`config.mk`:
```
export PLATFORM = sky130hd
export DESIGN_NAME = maxpool3x3_window_ctrl
export DESIGN_NICKNAME = d
export VERILOG_FILES = /design/src/rtl/maxpool3x3_window_ctrl.sv
export SDC_FILE = /design/constraint.sdc
export NUM_CORES = 1
export LEC_CHECK = 0
export ABC_AREA = 1
export CORE_MARGIN = 3
export CORE_UTILIZATION = 50
export DETAILED_ROUTE_END_ITERATION = 16
export GPL_ROUTABILITY_DRIVEN = 0
export PLACE_DENSITY_LB_ADDON = 0.1
export SYNTH_ARGS = -nofsm -noshare
export SYNTH_HDL_FRONTEND = slang
export SYNTH_SLANG_ARGS = --single-unit
export TNS_END_PERCENT = 20
```
`constraint.sdc`:
```
create_clock -name clk -period 11.4 [get_ports clk]
set_clock_uncertainty 0.2 [all_clocks]
set_input_delay 1.71 -clock clk [delete_from_list [all_inputs] [get_ports clk]]
set_output_delay 1.71 -clock clk [all_outputs]
set_load 0.02 [all_outputs]
```
`src/rtl/maxpool3x3_window_ctrl.sv`:
```
// Streaming 3x3 window controller for the float max-pool comparator tree:
// line-buffers a raster feature map, emits strided windows and registers the pooled max.
module maxpool3x3_window_ctrl #(
  parameter int unsigned DATA_WIDTH = 32,
  parameter int unsigned IMG_W      = 8,
  parameter int unsigned IMG_H      = 8,
  parameter int unsigned STRIDE     = 2
) (
  input  logic                  clk,
  input  logic                  rst,
  input  logic                  Start,
  input  logic [DATA_WIDTH-1:0] Pix_In,
  input  logic                  Pix_Valid,
  output logic                  Pix_Ready,
  output logic [DATA_WIDTH-1:0] Win_Data0,
  output logic [DATA_WIDTH-1:0] Win_Data1,
  output logic [DATA_WIDTH-1:0] Win_Data2,
  output logic [DATA_WIDTH-1:0] Win_Data3,
  output logic [DATA_WIDTH-1:0] Win_Data4,
  output logic [DATA_WIDTH-1:0] Win_Data5,
  output logic [DATA_WIDTH-1:0] Win_Data6,
  output logic [DATA_WIDTH-1:0] Win_Data7,
  output logic [DATA_WIDTH-1:0] Win_Data8,
  output logic                  Win_Valid,
  input  logic [DATA_WIDTH-1:0] Max_In,
  output logic [DATA_WIDTH-1:0] Data_Out,
  output logic                  Valid_Out,
  input  logic                  Out_Ready,
  output logic                  Frame_Done
);

  localparam int unsigned COL_W = (IMG_W > 1) ? $clog2(IMG_W) : 1;
  localparam int unsigned ROW_W = (IMG_H > 1) ? $clog2(IMG_H) : 1;
  localparam logic [COL_W-1:0] COL_LAST = COL_W'(IMG_W - 1);
  localparam logic [ROW_W-1:0] ROW_LAST = ROW_W'(IMG_H - 1);

  typedef enum logic [1:0] {IDLE, RUN, DRAIN, DONE} state_t;

  state_t state, state_nxt;

  logic [COL_W-1:0]      col;
  logic [ROW_W-1:0]      row;
  logic [DATA_WIDTH-1:0] lb0 [IMG_W];
  logic [DATA_WIDTH-1:0] lb1 [IMG_W];
  logic [DATA_WIDTH-1:0] win [9];

  logic advance, accept, last_pix, row_ok, col_ok;

  // The whole pipeline moves only when the output stage can take a new result.
  assign advance   = ~Valid_Out | Out_Ready;
  assign Pix_Ready = (state == RUN) & advance;
  assign accept    = Pix_Valid & Pix_Ready;
  assign last_pix  = (row == ROW_LAST) && (col == COL_LAST);

  // With STRIDE in {1,2} and r>=2, (r-2)%STRIDE==0 reduces to an LSB test.
  assign row_ok = (row >= ROW_W'(2)) && ((STRIDE == 1) || !row[0]);
  assign col_ok = (col >= COL_W'(2)) && ((STRIDE == 1) || !col[0]);

  always_ff @(posedge clk or negedge rst) begin
    if (!rst) begin
      state      <= IDLE;
      Frame_Done <= 1'b0;
    end else begin
      state      <= state_nxt;
      Frame_Done <= (state_nxt == DONE);
    end
  end

  always_comb begin
    state_nxt = state;
    case (state)
      IDLE:    if (Start) state_nxt = RUN;
      RUN:     if (accept && last_pix) state_nxt = DRAIN;
      DRAIN:   if (!Win_Valid && advance) state_nxt = DONE;
      DONE:    state_nxt = IDLE;
      default: state_nxt = IDLE;
    endcase
  end

  // Raster position of the next pixel to be accepted.
  always_ff @(posedge clk or negedge rst) begin
    if (!rst) begin
      col <= '0;
      row <= '0;
    end else if (state == IDLE && Start) begin
      col <= '0;
      row <= '0;
    end else if (accept) begin
      if (col == COL_LAST) begin
        col <= '0;
        row <= (row == ROW_LAST) ? '0 : row + ROW_W'(1);
      end else begin
        col <= col + COL_W'(1);
      end
    end
  end

  // LB0 holds row r-2, LB1 row r-1 at each column; contents need no reset.
  always_ff @(posedge clk) begin
    if (accept) begin
      lb0[col] <= lb1[col];
      lb1[col] <= Pix_In;
    end
  end

  // Window shift register and registered comparator result.
  always_ff @(posedge clk or negedge rst) begin
    if (!rst) begin
      for (int i = 0; i < 9; i++) win[i] <= '0;
      Win_Valid <= 1'b0;
      Valid_Out <= 1'b0;
      Data_Out  <= '0;
    end else if (advance) begin
      Win_Valid <= accept && row_ok && col_ok;
      if (accept) begin
        win[0] <= win[1];
        win[1] <= win[2];
        win[2] <= lb0[col];
        win[3] <= win[4];
        win[4] <= win[5];
        win[5] <= lb1[col];
        win[6] <= win[7];
        win[7] <= win[8];
        win[8] <= Pix_In;
      end
      Valid_Out <= Win_Valid;
      if (Win_Valid) Data_Out <= Max_In;
    end
  end

  assign Win_Data0 = win[0];
  assign Win_Data1 = win[1];
  assign Win_Data2 = win[2];
  assign Win_Data3 = win[3];
  assign Win_Data4 = win[4];
  assign Win_Data5 = win[5];
  assign Win_Data6 = win[6];
  assign Win_Data7 = win[7];
  assign Win_Data8 = win[8];

endmodule

```
# Yosys cells after proc, flatten, opt, wreduce, memory -nomap -nowiden
# Memories as Yosys holds them, arrays and structs flattened. A register that Yosys moved wholly into a read port is not among the register bits.
# Index checks and enable logic that the tools add are counted.
[op_classes]
add_sub_neg = 2
n_lt_le_gt_ge = 2
n_eq_ne = 6
muxes = 13
bitwise_logic = 4
reduce_logical = 18
[ops]
columns = ["cell", "n"]
rows = [
  ["two-way mux 3 bit", 7],
  ["logical AND 1 bit", 8],
  ["case mux 2 bit (4 select lines)", 1],
  ["adder 3 x 1 -> 3 bit (second input constant)", 2],
  ["equality test 2 bit (second input constant)", 3],
  ["equality test 3 bit (second input constant)", 2],
  [">= comparator 3 x 2 -> 1 bit (second input constant)", 2],
  ["two-way mux 2 bit", 3],
  ["AND reduction 2 bit", 3],
  ["zero test 1 bit", 4],
  ["nonzero test 2 bit", 2],
  ["AND 1 bit", 2],
  ["equality test 2 x 1 -> 1 bit (second input constant)", 1],
  ["zero test 2 bit", 1],
  ["two-way mux 1 bit", 2],
  ["NOT 1 bit", 1],
  ["OR 1 bit", 1],
]
[totals]
ff_bits = 299
mem_bits_rw = 512
in_bits = 69
out_inout_bits = 324
mem_count = 2
[mem_list]
columns = ["memory", "words", "width", "rd", "rd_ports_with_merged_regs", "wr", "line_no", "text"]
rows = [
  ["lb0", 8, 32, 1, 1, 1, "43", "logic [DATA_WIDTH-1:0] lb0 [IMG_W];"],
  ["lb1", 8, 32, 1, 0, 1, "44", "logic [DATA_WIDTH-1:0] lb1 [IMG_W];"],
]

# Longest topological paths before layout
# Gate-level depths: netlist of the first run.
[depth]
ltp_word = 8
mapped_depth = 13
mapped_depth_nobuf = 9

# Least setup slack after synthesis of the first run
# No wires, ideal clock.
[synth_path]
path_type = "input to register"
startpoint = "input port Out_Ready"
endpoint = "memory lb0[7][0], enable pin"
arrival_time_ns = 8.404
t_required_ns = 10.556
path_slack_ns = 2.152
cell_stages = 6
path_cell_list = "inv_1 nand2_1 nand3_1 buf_2 clkbuf_1 nor4_1"
[synth_between]
elab_chain_cells = 5
[synth_lines]
columns = ["item", "line_no", "text"]
rows = [
  ["from (decl)", "28", "input logic Out_Ready,"],
  ["OR 1 bit", "50", "assign advance = ~Valid_Out | Out_Ready;"],
  ["AND 1 bit", "51", "assign Pix_Ready = (state == RUN) & advance;"],
  ["AND 1 bit", "52", "assign accept = Pix_Valid & Pix_Ready;"],
  ["two-way mux 1 bit", "100", "if (accept) begin"],
  ["two-way mux 1 bit (implied by the code)", "101", "lb0[col] <= lb1[col];"],
  ["to (decl)", "43", ""],
]
# Every way passes these cells.

# Worst setup path in the final report of the first run
[layout_path]
startpoint = "input port Out_Ready"
endpoint = "output port Pix_Ready"
[layout_between]
elab_chain_cells = 2
[layout_lines]
columns = ["item", "line_no", "text"]
rows = [
  ["OR 1 bit", "50", ""],
  ["AND 1 bit", "51", ""],
  ["to (decl)", "14", "output logic Pix_Ready,"],
]
# Every way passes these cells.

==> flow_summary_export.csv, run 1 <==
group,metric,value,unit
placed_design,place_ws,5960,ps
global_routing,grt_start_max_net_pins,151,
power,finalPower,11.9,mW
sta,maxSlewHeadroom,24.4,%
layout,diodes,0,
cts,htree_levels,3,
sta,hold_viol,0,
floorplanning,die_w,264,um
synthesis,synth.avg_cell_area,10.4,sq um
floorplanning,coreArea,66000,sq um
sta,setup_slack,6300,ps
setup_path,slowest_stage,"clkdlybuf4s50_1",
setup_path,reg2reg_setup_slack,6910,ps
sta,finalCriticalPeriod,5100,ps
cts,cts-buffers-inserted,86,
floorplanning,rows,94,
sta,tightest_slew,1130,ps
layout,fin_cells,4481,
global_routing,grt_pass1_wl,126000,um
setup_path,start_kind,"primary input",
setup_path,cp_max_fo,5,
sta,fin_setup_tns,0,ps
sta,drv_slew,0,
power,ir_drop,0.000163,V
synthesis,synth_area_leaders,"edfxtp_1, dfrtp_1, nand2_1, buf_2, nand4_1",
detailed_routing,wl_per_cell,17.7,um
layout,final_nets,3626,
setup_path,cp-endpoint,"Pix_Ready",
floorplanning,die_y,264,um
synthesis,seq_area_frac_synth,70.9,%
synthesis,netlist_instances,3216,
global_routing,grt_overflow,0,
synthesis,synth_warnings,0,
setup_path,r2r_start,"col[2]$_DFFE_PN0P_",
detailed_routing,via_count,22819,
sta,finalSetupViolCount,0,
setup_path,crit_top_cell,"clkdlybuf4s50_1",
cts,hold_buffers,0,
synthesis,yosys.area.top_type,"edfxtp_1",
global_routing,grtUsageMet3,3.80,%
synthesis,ys_types,24,
detailed_routing,drc_errors,0,
synthesis,synth_edf_count,512,
placed_design,dpl.cell_count,4327,
global_routing,grt_pass1_vias,22110,
synthesis,synthFlopType,"edfxtp_1",
setup_path,cp.arrival,3190,ps
sta,fmax,196,MHz
cts,cts_resized,0,
synthesis,yosysTopAreaCellShare,46.1,%
placed_design,io_buffers,392,
min_path,hold_path_class,"reg -> reg",
layout,multi_input_comb_area,8810,sq um
layout,area_growth,22.0,%
power,p_leak,18.1,nW
global_routing,met1_usage,33.9,%
cts,clkLatencyLatePin,630,ps
job,drv_cap,0,
layout,fillCellCount,5326,
setup_path,crit_start,"Out_Ready",
cts,cts_setup_buffers,0,
synthesis,ys_ff_latch,843,
sta,timing.hold.ws,275,ps
synthesis,netlist_area,33400,sq um
cts,clk_path_buf_depth,3,
setup_path,crit_cells,5,
synthesis,yosysMostFrequentCell,"nand2_1",
global_routing,antenna_found_initial,0,
power,pwr_density_cell,292,nW/um^2
synthesis,synthArstFlopShare,39.3,%
synthesis,synth.net_count,3291,
cts,cts_sinks,843,
sta,min_period_over_period,44.7,%
detailed_routing,first_pass_iters,5,
setup_path,crit_required,9490,ps
layout,drive_above_1_share,5.70,%
cts,clk_pin_slew,50,ps
floorplanning,start_util,50.6,%
global_routing,grtUsageMet2,35.1,%
detailed_routing,vias_per_cell,5.09,
detailed_routing,postRouteAntennaNets,0,
global_routing,grt_usage,22.7,%
setup_path,end_kind,"output pin",
run_status,outcome,"completed",
setup_path,cpLargestDelayFamily,"buffers and inverters",
setup_path,r2r-end,"lb1[6][25]$_DFFE_PP_",
setup_path,r2r_cells,5,
floorplanning,boundaryPins,393,
setup_path,path_cells,"clkdlybuf4s50_1, inv_1, nand2_1, and3_1, clkdlybuf4s50_1",
placed_design,hpwl,46000,um
setup_path,slowest_delay,600,ps
setup_path,cp_num_buf_inv,3,
layout,seq_area,23700,sq um
cts,cts_tree,"yes",
floorplanning,die_area,69800,sq um
global_routing,busiest_layer,"met2",
cts,clk_root_buffer_cell,"clkbuf_16",
setup_path,crit_type,"in -> out",
detailed_routing,wl,79500,um
detailed_routing,drtIter0Drc,2034,
sta,rsz0062_at_grt,"false",
synthesis,synthTopCellsByCount,"nand2_1, edfxtp_1, dfrtp_1, buf_2, nand3_1",
## power breakdown
group | internal, mW | leakage (nW) | switching, mW
registers | 4.27 | 8.90 | 0.451
clock network | 1.67 | 1.39 | 1.14
logic | 1.47 | 7.86 | 2.87
## cells by family (layout without fill, tap and decap cells)
family          count (synthesis)  count (layout)  share of synthesized area [%]
mux                            32              32                           1.08
flops                         843             843                           70.9
buf+inv                       207             608                           2.86
fa+ha+maj                       6               6                          0.225
simple gates                 2089            2089                           24.3
compound gates                 39              39                          0.600
## area by class of cell
cell class | count | share of cell area (%)
clock buffers | 125 | 6.21
clock inverters | 29 | 0.747
inverters | 28 | 0.295
multi-input cells | 2166 | 21.6
flip-flops and latches | 843 | 58.2
well taps | 864 | 2.66
repair buffers | 426 | 10.3
## stage by stage
step                area [sq um]  utilization [%]
floorplan                  33400                -
global placement           37900             57.4
detailed placement         37900             57.4
CTS                        40700             61.7
global route               40700             61.7
finish                     40700             61.7
## placed cells by master (no fill, tap or decap)
cell type        count
clkinv_2            10
o21ai_1              2
inv_4                1
clkbuf_1            23
nand3b_1             1
clkbuf_16           92
nand3_4              1
nor3_2               2
inv_6                6
nor2_1              37
dfrtp_2              1
dfrtp_4              2
dfrtp_1            328
clkbuf_8            10
inv_8                1
mux2_2              32
nor4_2               6
edfxtp_1           512
nor2_4               1
buf_8                1
clkinv_1             9
ha_1                 6
and3_1               1
bufinv_16            6
o22ai_1              2
nand2_1           1911
buf_4               34
o31ai_1              1
nand3_1             64
nand4_1             63
nor3_1               2
clkdlybuf4s50_1    391
inv_1               24
o21ai_0             34
## flip-flops by register name, indices dropped and copies added (netlist names), 3 cells and up
| signal | count |
|---|---|
| Win_Data7 | 32 |
| col | 3 |
| Win_Data1 | 32 |
| row | 3 |
| lb0 | 256 |
| Win_Data2 | 32 |
| Win_Data0 | 32 |
| lb1 | 256 |
| Win_Data8 | 32 |
| Win_Data6 | 32 |
| Win_Data5 | 32 |
| Win_Data3 | 32 |
| Data_Out | 32 |
| Win_Data4 | 32 |
## how the worst min path moves through the flow
stage	from	end	slack [ps]	cells after the start
2_1_floorplan	state[0]$_DFF_PN0_	Frame_Done$_DFF_PN0_	240	1
3_3_place_gp	Win_Data3[16]$_DFFE_PN0P_	Win_Data3[16]$_DFFE_PN0P_	260	2
3_5_place_dp	Win_Data0[19]$_DFFE_PN0P_	Win_Data0[19]$_DFFE_PN0P_	260	2
4_1_cts	Win_Data0[19]$_DFFE_PN0P_	Win_Data0[19]$_DFFE_PN0P_	280	2
5_1_grt	Win_Data3[16]$_DFFE_PN0P_	Win_Data3[16]$_DFFE_PN0P_	290	2
6_report	Win_Data0[19]$_DFFE_PN0P_	Win_Data0[19]$_DFFE_PN0P_	270	2
## worst min-delay path: stages, from the launching register on
cell     delay, ps
dfrtp_1        340
nand2_1         50
nand2_1         50
## routing by layer
layer	vias to the layer above	part of all wire, %	wire [um]
li1	11060	-	-
met1	10922	47	37100
met3	110	6.2	4910
met4	0	1.9	1520
met5	-	0	0
met2	727	45	35900
Note: power is estimated with default switching activity, not from simulation.
==> inputs of run 2 (changes only) <==
==> constraint.sdc (replaced) <==
create_clock -name clk -period 4.2 [get_ports clk]
set_clock_uncertainty 0.2 [all_clocks]
set_input_delay 0.63 -clock clk [delete_from_list [all_inputs] [get_ports clk]]
set_output_delay 0.63 -clock clk [all_outputs]
set_load 0.02 [all_outputs]
==> flow_summary_export.csv, run 2 (synthesis gave the netlist of run 1 again) <==
group,metric,value,unit
power,pwr-share-comb,36.4,%
power,pwr-share-clk,24.0,%
setup_path,end_kind,"flop",
cts,htree_levels,3,
sta,min_period_over_period,71.0,%
detailed_routing,wl_per_cell,18.0,um
power,switching_share,37.4,%
setup_path,slowest_delay,890,ps
min_path,hold_path_depth,2,
layout,multi_input_comb_area,8870,sq um
power,internal-power,20.5,mW
setup_path,cp.arrival,3060,ps
layout,diodes,0,
global_routing,grt_pass1_wl,128000,um
sta,rsz0062_at_grt,"false",
cts,cts_sinks,843,
setup_path,cp_num_buf_inv,2,
global_routing,antenna_found_initial,0,
setup_path,start_kind,"flop",
layout,top_regs,"lb0 (256), lb1 (256)",
setup_path,reg2reg_setup_slack,1220,ps
power,p_leak,18.3,nW
layout,fin_util,62.4,%
power,ir_drop,0.000454,V
placed_design,io_buffers,392,
floorplanning,die_area,69800,sq um
layout,fillCellCount,5223,
min_path,hold_start,"Win_Data3[6]$_DFFE_PN0P_",
floorplanning,boundaryPins,393,
setup_path,r2r-end,"lb1[0][31]$_DFFE_PP_",
detailed_routing,wl,80800,um
placed_design,hpwl,45900,um
detailed_routing,drtIter0Drc,1928,
layout,final_common_cell,"nand2_1",
floorplanning,start_util,50.6,%
setup_path,path_cells,"nor2_4, inv_1, nor3_4, buf_12",
min_path,min_to,"Win_Data3[6]$_DFFE_PN0P_",
sta,maxSlewHeadroom,27.7,%
floorplanning,rows,94,
global_routing,grt_start_max_net_pins,159,
power,seq_power_share,39.6,%
sta,finalCriticalPeriod,2980,ps
global_routing,grt_overflow,0,
sta,finalSetupViolCount,0,
detailed_routing,vias_per_cell,5.13,
setup_path,r2r_start,"col[1]$_DFFE_PN0P_",
sta,tightest_slew,1080,ps
floorplanning,die_w,264,um
detailed_routing,postRouteAntennaNets,0,
layout,layout_common_cells,"nand2_1, edfxtp_1, clkdlybuf4s50_1",
floorplanning,die_y,264,um
cts,clk_pin_slew,60,ps
layout,fin_cells,4499,
cts,clk_path_buf_depth,3,
cts,cts-buffers-inserted,86,
layout,drive_above_1_share,6.08,%
power,pwr_density_cell,795,nW/um^2
setup_path,cp_max_fo,48,
global_routing,grt_usage,23.1,%
setup_path,crit_type,"reg -> reg",
placed_design,dpl.cell_count,4336,
global_routing,grt_pass1_vias,22565,
cts,clk_root_buffer_cell,"clkbuf_16",
power,power.switching,12.2,mW
detailed_routing,via_count,23067,
detailed_routing,drc_errors,0,
setup_path,r2r_cells,4,
sta,fin_setup_tns,0,ps
power,finalPower,32.7,mW
setup_path,slowest_stage,"nor3_4",
min_path,hold_path_class,"reg -> reg",
setup_path,cpLargestDelayFamily,"simple AND/OR/NAND/NOR gates",
sta,hold_viol,0,
layout,seq_area,23700,sq um
layout,final_nets,3636,
run_status,outcome,"completed",
sta,fmax,335,MHz
detailed_routing,first_pass_iters,5,
cts,clkLatencyLatePin,620,ps
sta,timing.hold.ws,279,ps
sta,drv_slew,0,
job,drv_cap,0,
layout,area_growth,23.5,%
cts,cts_tree,"yes",
floorplanning,coreArea,66000,sq um
setup_path,crit_required,4280,ps
[run 2: cell type report]
cell class / count / share of cell area, %
multi-input cells: 2166 / 21.5
clock inverters: 44 / 1.22
repair buffers: 436 / 11.0
flip-flops and latches: 843 / 57.4
well taps: 864 / 2.62
clock buffers: 118 / 5.90
inverters: 28 / 0.292
[run 2: through the flow]
stage,worst slack (ps),cell area (sq um)
global route,1020,41200
CTS,1210,41200
detailed placement,903,38300
global placement,922,38300
finish,1220,41200
floorplan,-1290,33400
[run 2: worst max path at each step]
stage                           end  slack [ps]  depth (start not counted)                from
2_1_floorplan   lb0[2][0]$_DFFE_PP_       -1290                          6           Out_Ready
3_3_place_gp   lb1[0][27]$_DFFE_PP_         920                          6           Out_Ready
3_5_place_dp   lb1[0][27]$_DFFE_PP_         900                          6           Out_Ready
4_1_cts        lb0[0][16]$_DFFE_PP_        1210                          4  col[1]$_DFFE_PN0P_
5_1_grt        lb0[6][16]$_DFFE_PP_        1020                          7  col[0]$_DFFE_PN0P_
6_report       lb1[0][31]$_DFFE_PP_        1220                          4  col[1]$_DFFE_PN0P_
[run 2: repair_timing]
item	4_1_cts	5_1_grt
setup endpoints to repair	0	0
gates resized for setup	0	0
endpoints found under the hold margin	72	0
hold buffers	1	0
buffers inserted	0	0
[run 2: worst reg2reg max path, cell delays in order, from the launching register on]
cell	delay, ps
dfrtp_4	720
nor2_4	220
inv_1	150
nor3_4	890
buf_12	420
[run 2: metal layers]
metal / vias to the layer above / wire length, um / share of wire [%] / GRT usage [%]
met2: 720 / 37400 / 46 / 36.7
met5: - / 0 / 0 / 0
met1: 11135 / 37000 / 46 / 33.1
li1: 11105 / - / - / -
met4: 0 / 1390 / 1.7 / 6.05
met3: 107 / 4960 / 6.1 / 4.15
[run 2: power by group through the flow]
stage | Sequential [mW] | Clock, mW | Combinational, mW
5_1_grt | 13.2 | 8.42 | 13.1
3_3_place_gp | 13.0 | 0 | 11.7
2_1_floorplan | 14.3 | 0 | 5.44
3_5_place_dp | 13.1 | 0 | 12.0
4_1_cts | 13.0 | 8.05 | 12.0
6_report | 13.0 | 7.87 | 11.9
